## src/rtl/tm1638_frame_tx.sv

```systemverilog
// tm1638_frame_tx: latches eight hex digits and serialises one TM1638 frame (cmd 0x40, 0xC0 + 16 data bytes, 0x88|brightness).
// Define TM_AUTO_REFRESH_EN to add a free-running refresh request every REFRESH_CYCLES system cycles.
module tm1638_frame_tx #(
  parameter int CLK_DIV        = 25,
  parameter int REFRESH_CYCLES = 5_000_000
) (
  input  logic        _50MHz_CLK,
  input  logic        rst,
  input  logic [31:0] digits,
  input  logic [2:0]  brightness,
  input  logic        update,
  output logic        busy,
  output logic        done,
  output logic        clk,
  output logic        stb,
  output logic        dio
);
  typedef enum logic [2:0] {IDLE, START, BIT_LO, BIT_HI, HOLD, GAP, DONE} state_t;
  localparam logic [7:0] DIV_M1 = 8'(CLK_DIV - 1);
  state_t      state_q, state_d;
  logic [7:0]  pre_q, pre_d, bit_q, bit_d;
  logic [1:0]  tx_q, tx_d;
  logic        pend_q, pend_d;
  logic [31:0] dig_q, dig_d;
  logic [2:0]  br_q, br_d;
  logic        refresh, req, start, tick, last_bit, cur_bit;
  logic [3:0]  code;
  logic [7:0]  seg_byte, t2_byte, cur_byte;

`ifdef TM_AUTO_REFRESH_EN
  localparam logic [31:0] REF_M1 = 32'(REFRESH_CYCLES - 1);
  logic [31:0] ref_q;
  always_ff @(posedge _50MHz_CLK or posedge rst)
    if (rst) ref_q <= '0;
    else ref_q <= (ref_q == REF_M1) ? '0 : ref_q + 32'd1;
  assign refresh = ref_q == REF_M1;
`else
  assign refresh = 1'b0;
`endif

  assign req      = update | refresh;
  assign start    = state_q == IDLE && (req || pend_q);
  assign tick     = pre_q == 8'd0;
  assign last_bit = bit_q == (tx_q == 2'd1 ? 8'd135 : 8'd7);

  // T2 byte n>=1 is address n-1; odd n is an even address carrying digit n[3:1]
  assign code     = dig_q[{bit_q[6:4], 2'b00} +: 4];
  assign t2_byte  = bit_q[7:3] == 5'd0 ? 8'hC0 : bit_q[3] ? seg_byte : 8'h00;
  assign cur_byte = tx_q == 2'd0 ? 8'h40 : tx_q == 2'd1 ? t2_byte : {5'b10001, br_q};
  assign cur_bit  = cur_byte[bit_q[2:0]];

  always_comb begin
    seg_byte = 8'h00;
    case (code)
      4'h0: seg_byte = 8'h3F;
      4'h1: seg_byte = 8'h06;
      4'h2: seg_byte = 8'h5B;
      4'h3: seg_byte = 8'h4F;
      4'h4: seg_byte = 8'h66;
      4'h5: seg_byte = 8'h6D;
      4'h6: seg_byte = 8'h7D;
      4'h7: seg_byte = 8'h07;
      4'h8: seg_byte = 8'h7F;
      4'h9: seg_byte = 8'h6F;
      4'hA: seg_byte = 8'h77;
      4'hB: seg_byte = 8'h7C;
      4'hC: seg_byte = 8'h39;
      4'hD: seg_byte = 8'h5E;
      4'hE: seg_byte = 8'h79;
      default: seg_byte = 8'h71;
    endcase
  end

  always_ff @(posedge _50MHz_CLK or posedge rst)
    if (rst) begin
      state_q <= IDLE;
      pre_q   <= DIV_M1;
      bit_q   <= '0;
      tx_q    <= '0;
      pend_q  <= 1'b0;
      dig_q   <= '0;
      br_q    <= '0;
    end else begin
      state_q <= state_d;
      pre_q   <= pre_d;
      bit_q   <= bit_d;
      tx_q    <= tx_d;
      pend_q  <= pend_d;
      dig_q   <= dig_d;
      br_q    <= br_d;
    end

  // The final clk-high phase doubles as the end-of-transaction hold, so a transaction plus its gap is (2n+2)*D
  always_comb begin
    state_d = state_q;
    case (state_q)
      IDLE:    if (start) state_d = START;
      START:   if (tick) state_d = BIT_LO;
      BIT_LO:  if (tick) state_d = last_bit ? HOLD : BIT_HI;
      BIT_HI:  if (tick) state_d = BIT_LO;
      HOLD:    if (tick) state_d = GAP;
      GAP:     if (tick) state_d = tx_q == 2'd2 ? DONE : START;
      DONE:    state_d = IDLE;
      default: state_d = IDLE;
    endcase
  end

  always_comb begin
    pre_d  = (state_q == IDLE || tick) ? DIV_M1 : pre_q - 8'd1;
    bit_d  = state_q == START ? 8'd0 : (state_q == BIT_HI && tick) ? bit_q + 8'd1 : bit_q;
    tx_d   = state_q == IDLE ? 2'd0 : (state_q == GAP && tick) ? tx_q + 2'd1 : tx_q;
    pend_d = state_q == IDLE ? 1'b0 : pend_q | req;
    dig_d  = start ? digits : dig_q;
    br_d   = start ? brightness : br_q;
  end

  always_comb begin
    busy = !(state_q inside {IDLE, DONE});
    done = state_q == DONE;
    clk  = state_q != BIT_LO;
    stb  = state_q inside {IDLE, GAP, DONE};
    dio  = state_q inside {BIT_LO, BIT_HI, HOLD} ? cur_bit : 1'b1;
  end
endmodule

```

## config.mk

```make
export PLATFORM = sky130hd
export DESIGN_NAME = tm1638_frame_tx
export DESIGN_NICKNAME = d
export VERILOG_FILES = /design/src/rtl/tm1638_frame_tx.sv
export SDC_FILE = /design/constraint.sdc
export NUM_CORES = 1
export LEC_CHECK = 0
export CAP_MARGIN = 20
export CORE_ASPECT_RATIO = 0.5
export CORE_UTILIZATION = 40
export CTS_CLUSTER_SIZE = 25
export DETAILED_ROUTE_END_ITERATION = 8
export GPL_TIMING_DRIVEN = 0
export SLEW_MARGIN = 40
export SYNTH_ARGS = -nofsm -noshare
export SYNTH_HDL_FRONTEND = slang
export SYNTH_SLANG_ARGS = --single-unit
```

## constraint.sdc

```tcl
create_clock -name _50MHz_CLK -period 6.2 [get_ports _50MHz_CLK]
set_input_delay 0.62 -clock _50MHz_CLK [delete_from_list [all_inputs] [get_ports _50MHz_CLK]]
set_output_delay 0.62 -clock _50MHz_CLK [all_outputs]
set_load 0.02 [all_outputs]
```

==> summary.txt <==
STA
  • Skew final: 2.83 ps
  • # setup viols final: 0
  • Max Freq: 226 MHz
  • Least-Margin Pin Slew: 636 ps
  • Max Slew Vio Count: 0
  • Slew Limit Headroom: 0.576
  • Fin. Hold Viols: 0
  • Hold Slack: 494 ps
  • Crit path time final: 4430 ps
  • RSZ-0062 raised after global routing: no
  • TNS Setup: 0 ps
  • Fin crit share: 0.715

Critical path
  • Crit. Startpoint: bit_q[6]
  • Worst-path maximum fanout: 10
  • Worst reg2reg startpoint: state_q[1]
  • Crit path DAT: 3810 ps
  • Crit path capture type: output pin
  • CP required: 5580 ps
  • CP Class: flip-flop to output pin
  • CP startpoint kind: flip-flop

Routing
  • WL final: 6520 microns
  • Initial drt markers: 150
  • Vias per cell: 5.19
  • Initial DRT Pass Iterations: 4
  • DRC viols: 0
  • Antenna viol nets, final: 0
  • Routed via count: 2321
  • WL/cell: 14.6 microns

CTS
  • CTS H-tree lvls: 3
  • Post-cts gate resize count: 0
  • Clk slew on worst S/H paths: 50 ps
  • Root Buffer: clkbuf_16
  • Post-CTS setup buffer count: 0
  • # hold bufs at CTS: 0
  • Clock buffer depth: 2
  • Clk_lat worst skew: 320 ps
  • Clock buffer count from CTS: 9
  • CTS sink count: 57
  • CTS tree: yes

Yosys
  • #FFs+latches synth: 57
  • Yosys cell types: 50
  • Syn_nets: 332
  • Mux cell area share after synthesis: 0.220
  • Mapped Cells: 282
  • Post-synthesis simple-gate area fraction: 0.126
  • Cell area after synthesis: 3200 sq um
  • Yosys warns: 0
  • Xor/xnor cell area share of the yosys netlist: 0.0383
  • Post-synth EDFFs: 0
  • Avg Cell Area, Syn: 11.4 sq um
  • Synth Area in Adders: 0.0469
  • Synth area leaders: dfrtp_1, mux2_2, ha_1
  • Main synth FF type: dfrtp_1
  • Top cell type's share of synthesized area: 0.430
  • Synth area leader: dfrtp_1
  • Post-synthesis compound-gate area fraction: 0.0836
  • Register area share after synthesis: 0.446
  • Largest family of logic cells by synthesized area: multiplexers
  • FFs w/ async S/R, synth: 1.00

Finish
  • Antenna diode count: 0
  • Fin cells: 447
  • Util after Layout: 0.537
  • Layout cells sized above 1: 0.195
  • Nets: 386
  • Synth-to-layout area growth: 26.5%
  • Final instance area: 4050 sq um

GRT
  • Total global routing overflow: 0
  • Number of global-route vias before repair: 2325
  • First-pass GRT wire length: 11200 microns
  • Total track usage: 0.178
  • Initial antenna violation count: 0
  • Largest net degree at the start of global routing: 45

Placement
  • Placed Cells: 433
  • Port bufs: 42
  • Dpl hpwl: 4750 microns
  • Dpl cell area: 3780 sq um
  • GPL Wtd Cong: 0.876

Floorplan
  • Die height: 65.3 microns
  • Die area: 8390 sq um
  • Placeable Area: 7540 sq um
  • Initial Utilization: 0.425
  • Die W: 129 microns
  • I/O Pins: 43
  • Num rows: 22

Flow run
  • # Max-Cap Violations: 0

Hold path
  • Hold crit path type: flip-flop to flip-flop
  • Hold Startpoint: dig_q[15]

Pwr
  • Leakage: 0.00163 uW
  • Worst vdd ir: 0.196 mV
  • Pwr Density: 426 nW/um^2

Run status
  • Outcome: finished clean
-- critical path: stages (launching register included) --
cell,delay [ps]
dfrtp_1,390
clkbuf_1,470
mux4_1,440
mux2i_4,250
ha_1,300
a221oi_2,260
nor3_1,80
or4_1,470
a32oi_1,190
clkdlybuf4s50_1,630
-- where the power goes --
group	internal, uW	switching [uW]	leakage, uW
registers	522	79.5	0.000702
clock network	287	151	0.000129
logic	353	334	0.000804
-- placed cells by master (no fill, tap or decap), types with 5 or more instances in the layout --
master,Yosys,final
dfrtp_1,55,55
clkdlybuf4s50_1,0,42
mux2_2,34,34
nor2_1,23,23
nand2_1,19,19
inv_1,14,13
clkbuf_1,9,12
ha_1,12,12
o21ai_0,11,11
xnor2_1,9,9
clkbuf_16,0,9
nor3_1,9,8
mux2i_1,6,6
a21oi_1,5,5
xor2_1,5,5
-- layer usage --
| layer | track usage | wire (microns) | share of wire | vias up |
|---|---|---|---|---|
| met5 | 0 | 0 | 0 | - |
| met4 | 0.0529 | 55 | 0.0084 | 0 |
| met3 | 0.0570 | 211 | 0.032 | 5 |
| met2 | 0.278 | 3010 | 0.46 | 40 |
| met1 | 0.237 | 3240 | 0.50 | 1145 |
| li1 | - | - | - | 1131 |
-- path summary, 6_finish.rpt --
path / end / slack [ps] / cells past startpoint
worst max-delay path: dio / 1770 / 9
worst min-delay path: dig_q[15] / 490 / 1
worst max register to register: dig_q[18] / 3610 / 5
worst min register to register: dig_q[15] / 490 / 1
max in group asynchronous: dig_q[25] / 5150 / 3
min in group asynchronous: dig_q[27] / 570 / 2
-- metrics by stage --
step	total power, uW	worst slack [ps]
2_1_floorplan	1110	2770
3_3_place_gp	1260	2130
3_5_place_dp	1290	2130
4_1_cts	1740	1760
5_1_grt	1850	1550
6_report	1730	1770
-- sequential cells by signal, summed over array words and instances, names as in the netlist --
| register | flops |
|---|---|
| dig_q | 32 |
| bit_q | 8 |
| pre_q | 8 |
| br_q | 3 |
| state_q | 3 |
| tx_q | 2 |
| pend_q | 1 |
-- cell type report --
class	count	area, sq um
buffer	15	67.6
tap	108	135
fill	668	3490
sequential	57	1430
multi-input combinational	195	1650
timing repair buffer	43	440
inverter	15	58.8
clock buffer	14	264
-- cell families (layout without fill, tap and decap cells) --
kind of cell / Yosys count / after routing
muxes: 51 / 51
AOI/OAI and AO/OA: 40 / 40
buffers and inverters: 30 / 87
and+or+nand+nor: 78 / 78
adders and majority gates: 12 / 12
xor gates and xnor gates: 14 / 14
DFF: 57 / 57
-- Yosys cell counts, types with 2 or more instances --
library cell  number
a21o_1             3
a21oi_1            5
a31oi_1            4
and3_1             2
buf_1              2
buf_2              3
clkbuf_1           9
dfrtp_1           55
dfstp_2            2
ha_1              12
inv_1             14
mux2_2            34
mux2i_1            6
mux2i_4            3
mux4_1             4
mux4_2             4
nand2_1           19
nand3_1            2
nand4_1            4
nor2_1            23
nor2b_1            4
nor3_1             9
nor4_1             3
o2111ai_1          2
o21ai_0           11
o21ai_1            2
o221ai_1           2
o31ai_1            2
or2_2              2
or3_1              3
xnor2_1            9
xor2_1             5
Power figures use the tool's default switching activity.
